[src/rtl/id_ex_stage.sv]
// ID/EX pipeline register with writeback bypass, load-use hazard stall and flush.
// Ports:
//   in  : clk, rst_n, id_* (decoded instruction), wb_* (writeback port), flush
//   out : stall (comb), ex_* (registered EX operands), stall_cnt, flush_cnt
module id_ex_stage #(
    parameter int CTRL_W = 8
) (
    input  logic              clk,
    input  logic              rst_n,
    input  logic              id_valid,
    input  logic [4:0]        id_rs,
    input  logic [4:0]        id_rt,
    input  logic [4:0]        id_rd,
    input  logic [31:0]       id_rdata1,
    input  logic [31:0]       id_rdata2,
    input  logic [31:0]       id_imm,
    input  logic [CTRL_W-1:0] id_ctrl,
    input  logic              wb_regwrite,
    input  logic [4:0]        wb_reg,
    input  logic [31:0]       wb_data,
    input  logic              flush,
    output logic              stall,
    output logic              ex_valid,
    output logic [4:0]        ex_rs,
    output logic [4:0]        ex_rt,
    output logic [4:0]        ex_dst,
    output logic [31:0]       ex_a,
    output logic [31:0]       ex_b,
    output logic [31:0]       ex_imm,
    output logic [CTRL_W-1:0] ex_ctrl,
    output logic [15:0]       stall_cnt,
    output logic [15:0]       flush_cnt
);

    typedef enum logic {
        RUN    = 1'b0,
        BUBBLE = 1'b1
    } state_t;

    state_t            r_state;
    state_t            w_state_nxt;
    logic              r_valid;
    logic [4:0]        r_rs;
    logic [4:0]        r_rt;
    logic [4:0]        r_dst;
    logic [31:0]       r_a;
    logic [31:0]       r_b;
    logic [31:0]       r_imm;
    logic [CTRL_W-1:0] r_ctrl;
    logic [15:0]       r_stall_cnt;
    logic [15:0]       r_flush_cnt;

    logic              w_byp_a;
    logic              w_byp_b;
    logic [31:0]       w_op_a;
    logic [31:0]       w_op_b;
    logic              w_hz;
    logic              w_stall;

    // Writeback lands in the register file this same edge, so forward it.
    assign w_byp_a = wb_regwrite && (wb_reg != 5'd0) && (wb_reg == id_rs);
    assign w_byp_b = wb_regwrite && (wb_reg != 5'd0) && (wb_reg == id_rt);
    assign w_op_a  = w_byp_a ? wb_data : id_rdata1;
    assign w_op_b  = w_byp_b ? wb_data : id_rdata2;

    // Load in EX whose destination is read by the instruction in ID.
    assign w_hz = id_valid && r_valid && r_ctrl[1] && (r_dst != 5'd0) &&
                  ((r_dst == id_rs) || (r_dst == id_rt));

    assign w_stall = (r_state == RUN) && w_hz && !flush;
    assign stall   = w_stall;

    always_comb begin
        w_state_nxt = r_state;
        unique case (r_state)
            RUN:     if (w_stall) w_state_nxt = BUBBLE;
            BUBBLE:  w_state_nxt = RUN;
            default: w_state_nxt = RUN;
        endcase
        if (flush) w_state_nxt = RUN;
    end

    always_ff @(posedge clk or negedge rst_n) begin
        if (!rst_n) begin
            r_state <= RUN;
        end else begin
            r_state <= w_state_nxt;
        end
    end

    always_ff @(posedge clk or negedge rst_n) begin
        if (!rst_n) begin
            r_valid     <= 1'b0;
            r_rs        <= '0;
            r_rt        <= '0;
            r_dst       <= '0;
            r_a         <= '0;
            r_b         <= '0;
            r_imm       <= '0;
            r_ctrl      <= '0;
            r_stall_cnt <= '0;
            r_flush_cnt <= '0;
        end else if (flush) begin
            r_valid <= 1'b0;
            r_ctrl  <= '0;
            if (r_flush_cnt != 16'hFFFF) r_flush_cnt <= r_flush_cnt + 16'd1;
        end else if (w_stall) begin
            r_valid <= 1'b0;
            r_ctrl  <= '0;
            if (r_stall_cnt != 16'hFFFF) r_stall_cnt <= r_stall_cnt + 16'd1;
        end else begin
            r_valid <= id_valid;
            r_ctrl  <= id_valid ? id_ctrl : '0;
            r_a     <= w_op_a;
            r_b     <= w_op_b;
            r_imm   <= id_imm;
            r_rs    <= id_rs;
            r_rt    <= id_rt;
            r_dst   <= id_ctrl[4] ? id_rd : id_rt;
        end
    end

    assign ex_valid  = r_valid;
    assign ex_rs     = r_rs;
    assign ex_rt     = r_rt;
    assign ex_dst    = r_dst;
    assign ex_a      = r_a;
    assign ex_b      = r_b;
    assign ex_imm    = r_imm;
    assign ex_ctrl   = r_ctrl;
    assign stall_cnt = r_stall_cnt;
    assign flush_cnt = r_flush_cnt;

endmodule
[config.mk]
export PLATFORM = sky130hd
export DESIGN_NAME = id_ex_stage
export DESIGN_NICKNAME = d
export VERILOG_FILES = /design/src/rtl/id_ex_stage.sv
export SDC_FILE = /design/constraint.sdc
export NUM_CORES = 1
export LEC_CHECK = 0
export CAP_MARGIN = 20
export CORE_MARGIN = 8
export CORE_UTILIZATION = 39
export DETAILED_ROUTE_END_ITERATION = 8
export GPL_TIMING_DRIVEN = 0
export PLACE_DENSITY = 0.77
export SYNTH_ARGS = -nofsm -noshare
export SYNTH_HDL_FRONTEND = slang
export SYNTH_SLANG_ARGS = --single-unit
[constraint.sdc]
create_clock -name clk -period 1.95 [get_ports clk]
set_input_delay 0.39 -clock clk [delete_from_list [all_inputs] [get_ports clk]]
set_output_delay 0.39 -clock clk [all_outputs]
set_load 0.005 [all_outputs]
* Word level (Yosys, flattened, before mapping)
Index checks and enable logic that the tools add are counted.
Storage, ports and cells: bits in writable memories 0, memories kept 0, word-level logic and storage cells 49, flip-flop bits (word level) 153, bits in read-only memories 0, latch bits 0
Cells by class: eq/ne operators 6, bitwise operators 3, muxes and demuxes 11, divide/modulo/power cells 0, shift operators 0, magnitude comparators 0, add/sub/neg operators 2, reductions and logical operators 16, $mul 0
Operators with widths (count):
- $mux 32 | 2
- $add 16x1->16 const B | 2
- $ne 16x16->1 const B | 2
- $mux 8 | 3
- $eq 5x5->1 | 4
- $reduce_bool 5->1 | 2
- $logic_and 1x1->1 | 9
- $mux 5 | 1
- $mux 1 | 4
- $reduce_and 2->1 | 2
- $not 1->1 | 3
- $reduce_and 3->1 | 1
- $pmux 1 s2 | 1
- $logic_not 1->1 | 1
- $logic_or 1x1->1 | 1

* Longest topological paths before layout
depth after elaboration 9, mapped depth 7

* Least setup slack after synthesis
No wires, ideal clock.
path type input port to flip-flop, from input wb_reg[1], to register r_a[25] (netlist: ex_a[25]), path buffers 1, stages 6, data arrival time 1.849 ns, slack -0.024 ns, setup time 0.125 ns, cell sequence or4_4 nor2_4 nor4_4 buf_6 mux2_4 mux2_4
Between the ends: longest elaborated chain between the ends 4, elaborated cells between the ends (all ways) 5, classes of those cells 1 x eq/ne; 1 x mux; 3 x reduce/logical
RTL lines:
- start, declared | line 19 | input logic [4:0] wb_reg,
- $reduce_bool 5->1 | line 61 | assign w_byp_a = wb_regwrite && (wb_reg != 5'd0) && (wb_reg == id_rs);
- $logic_and 1x1->1 | line 61
- $logic_and 1x1->1 (*) | line 61
- $mux 32 (*) | line 63 | assign w_op_a = w_byp_a ? wb_data : id_rdata1;
- end signal, assigned | line 114 | r_a <= w_op_a;
- end, declared | line 46 | logic [31:0] r_a;
Every way passes the cells marked *; elsewhere a longest branch is shown, timed or not. A chain may end at the register's enable or synchronous reset.

* Final worst setup path
from register r_dst[2] (netlist: ex_dst[2]), to register r_dst[1] (netlist: ex_dst[1])
Between the ends: longest elaborated chain between the ends 7, elaborated cells between the ends (all ways) 10, classes of those cells 2 x eq/ne; 1 x bitwise; 7 x reduce/logical
RTL lines:
- start, declared | line 45 | logic [4:0] r_dst;
- start signal, assigned | line 119 | r_dst <= id_ctrl[4] ? id_rd : id_rt;
- $eq 5x5->1 / $reduce_bool 5->1 (equally long branches) | line 68, 67
- $logic_or 1x1->1 / $logic_and 1x1->1 (equally long branches) | line 68, 67
- $logic_and 1x1->1 (*) | line 67 | assign w_hz = id_valid && r_valid && r_ctrl[1] && (r_dst != 5'd0) &&
- $logic_and 1x1->1 (*) (2 in series) | line 70 | assign w_stall = (r_state == RUN) && w_hz && !flush;
- $not 1->1 (no source line) (*)
- $reduce_and 2->1 (no source line) (*)
Marks and branches as above.

==> flow_summary.json <==
{
  "place_congestion": 0.802,
  "cellPowerDensity_nw_per_um2": 740,
  "p_seq_share_pct": 40.4,
  "nets": 1048,
  "cts_buffers": 17,
  "clockBufferDepth": 2,
  "synth_ff_type": "dfrtp_1",
  "root_buffer": "clkbuf_16",
  "cap_violations": 0,
  "drcViolationCount": 0,
  "pwr-share-clk_pct": 34.9,
  "coreArea_sq_um": 19300,
  "p_leak_nw": 5.56,
  "min_period_over_period_pct": 112,
  "ys_ff_latch": 153,
  "cts_sinks": 153,
  "post_drt_wl_per_cell_um": 20.8,
  "ant_nets": 0,
  "synth_edf_count": 0,
  "dpl.hpwl_um": 17100,
  "ys_types": 35,
  "drive_above_1_share_pct": 33.1,
  "syn_avg_cell_area_sq_um": 14.7,
  "htreeDepth": 4,
  "final_max_slew_viol_count": 0,
  "numPortBuffers": 313,
  "grt_max_degree": 79,
  "tightest_slew_ns": 0.599,
  "comb_power_share_pct": 24.7,
  "post-place-cells": 1095,
  "num_rows": 51,
  "yosysWarnings": 0,
  "grt_pass1_vias": 5962,
  "grt_first_pass_wirelength_um": 35400,
  "dr_total_vias": 5615,
  "grt.overflow.total": 0,
  "slew_headroom_pct": 60.1,
  "p_int_mw": 7.03,
  "path_clk_slew_ns": 0.06,
  "final_cells": 1162,
  "ir_drop_mv": 0.628,
  "layout_setup_ws_ns": -0.235,
  "status": "finished with violations",
  "synthCells": 516,
  "drt_iter0_markers": 163,
  "arrival_ns": 2.48,
  "async_flop_share_pct": 100,
  "fin_skew_ns": 0.00787,
  "die_w_um": 156,
  "busiest_layer": "met2",
  "clock_latency_ns": 0.42,
  "grtUsageMet2_pct": 32.6,
  "via_per_inst": 4.83,
  "hold_path.class": "primary input to flip-flop",
  "dieHeight_um": 156,
  "cp_max_fo": 5,
  "rsz0062_at_grt": "true",
  "net-switching-power_mw": 2.31,
  "yosysSeqAreaShare_pct": 50.4,
  "syn_area_sq_um": 7590,
  "clock.fmax_mhz": 458,
  "firstDrtPassIters": 4,
  "critPathCaptureType": "flip-flop",
  "antenna_found_initial": 1,
  "hold_violations": 0,
  "fin_crit_ns": 2.19,
  "syn-num-nets": 679,
  "path_class": "flip-flop to flip-flop",
  "final-setup-viol-count": 114,
  "switching_share_pct": 24.8,
  "syn_to_final_growth_pct": 66.2,
  "gr-usage-met1_pct": 22.4,
  "start_util_pct": 39.4,
  "dieArea_sq_um": 24200,
  "gr-usage-met3_pct": 6.07,
  "violations": "negative setup slack",
  "wl_um": 24200,
  "critPathRequiredTime_ns": 2.25,
  "io_pins": 314,
  "cts_tree": "yes",
  "track_usage_pct": 19.1,
  "worstSetupStartpointType": "flip-flop",
  "whs_ns": 0.361
}
==> per-stage QoR <==
step	cell area (sq um)	setup WS (ns)	TNS (ns)	util (%)	power (mW)
floorplan	7590	-0.0240	-1.44	-	4.55
global route	12600	-0.331	-29.64	65.5	9.77
global placement	11100	-5.95	-1017.64	57.4	5.81
finish	12600	-0.235	-19.43	65.5	9.34
detailed placement	11100	-1.28	-110.13	57.5	5.85
CTS	12200	-0.283	-16.83	63.2	9.30
==> Yosys cell counts, drive strengths merged (3+ instances only) <==
cell,instances,area [sq um]
a21oi,5,28.8
and2,9,56.3
and3,11,68.8
and4,3,26.3
buf,18,140
dfrtp,153,3830
inv,5,18.8
mux2,183,2510
nand2,11,41.3
nand3,15,75.1
nand4,15,93.8
nor2,11,48.8
nor3,8,40.0
nor4,4,55.1
xnor2,36,315
xor2,12,105
==> flip-flops by register name, summed over array words and instances (netlist names) <==
register and count:
ex_a 32, ex_b 32, ex_imm 32, flush_cnt 16, stall_cnt 16, ex_ctrl 8
ex_dst 5, ex_rs 5, ex_rt 5, ex_valid 1, r_state 1
==> cell usage in the layout, fill, tap and decap left out, types with 3 or more instances in the layout <==
cell type,instances
clkdlybuf4s50_1,296
mux2_4,161
dfrtp_1,148
xnor2_1,32
mux2_2,22
clkbuf_16,22
buf_12,18
buf_4,18
nand4_1,15
nand3_1,13
xor2_1,12
dlygate4sd2_1,12
and3_1,11
nand2_1,10
and2_1,9
nor2_1,8
nor3_1,6
buf_6,5
inv_1,5
dfrtp_2,5
xnor2_2,4
clkinvlp_4,4
buf_16,4
clkbuf_2,3
clkbuf_8,3
buf_8,3
and4_1,3
==> worst max-delay path, cell delays in order (launching register included) <==
cell,delay (ns)
dfrtp_2,0.46
xnor2_2,0.16
nand3_2,0.09
o22ai_4,0.08
buf_4,0.14
buf_6,0.11
a21oi_4,0.23
buf_4,0.17
clkbuf_16,0.17
buf_12,0.13
mux2_2,0.33
==> worst paths after layout <==
| check | startpoint | endpoint | slack (ns) | cells past startpoint |
|---|---|---|---|---|
| setup / recovery | ex_dst[2]$_DFFE_PN0P_ | ex_dst[1]$_DFFE_PN0P_ | -0.24 | 10 |
| hold / removal | id_rt[2] | ex_rt[2]$_DFFE_PN0P_ | 0.36 | 2 |
| setup reg to reg | ex_dst[2]$_DFFE_PN0P_ | ex_dst[1]$_DFFE_PN0P_ | -0.24 | 10 |
| hold reg to reg | stall_cnt[8]$_DFFE_PN0P_ | stall_cnt[8]$_DFFE_PN0P_ | 0.50 | 1 |
| max in group asynchronous | rst_n | ex_dst[0]$_DFFE_PN0P_ | 0.60 | 3 |
| min in group asynchronous | rst_n | ex_a[6]$_DFFE_PN0P_ | 0.53 | 2 |
==> layout make-up <==
class	count	area (sq um)
well taps	265	332
clock buffers	20	457
fillers	1452	6660
diodes	1	2.50
repair buffers	351	3660
plain buffers	19	340
clock inverters	10	121
flip-flops and latches	153	3830
multi-input cells	338	3850
inverters	5	18.8
==> kinds of logic (layout without fill, tap and decap cells) <==
logic type | after synthesis | after routing | synth area share [%]
simple gates | 95 | 95 | 7.47
compound gates | 10 | 10 | 0.940
fa+ha+maj | 2 | 2 | 0.330
flops | 153 | 153 | 50.4
xor+xnor | 48 | 48 | 5.54
buf+inv | 25 | 405 | 2.19
other cells | 0 | 1 | 0
mux | 183 | 183 | 33.1
==> power groups by stage <==
| stage | sequential, mW | clock [mW] | combinational (mW) |
|---|---|---|---|
| 6_report | 3.77 | 3.26 | 2.31 |
| 2_1_floorplan | 3.81 | 0 | 0.742 |
| 3_3_place_gp | 3.81 | 0 | 2.01 |
| 5_1_grt | 3.82 | 3.49 | 2.45 |
| 3_5_place_dp | 3.81 | 0 | 2.03 |
| 4_1_cts | 3.76 | 3.36 | 2.18 |
==> per-layer routing <==
layer / routed length, um / vias to the layer above
met3: 1820 / 31
met2: 12200 / 196
met4: 422 / 0
li1: - / 2590
met1: 9750 / 2798
met5: 0 / -
==> what timing repair did <==
item | 4_1_cts | 5_1_grt
pin swaps | 15 | 8
endpoints found under the setup margin | 122 | 123
hold buffers | 1 | 0
hold endpoints to repair | 75 | 0
gates resized for setup | 85 | 66
buffers inserted | 13 | 14
cloned | 5 | 5
Power figures use the tool's default switching activity.
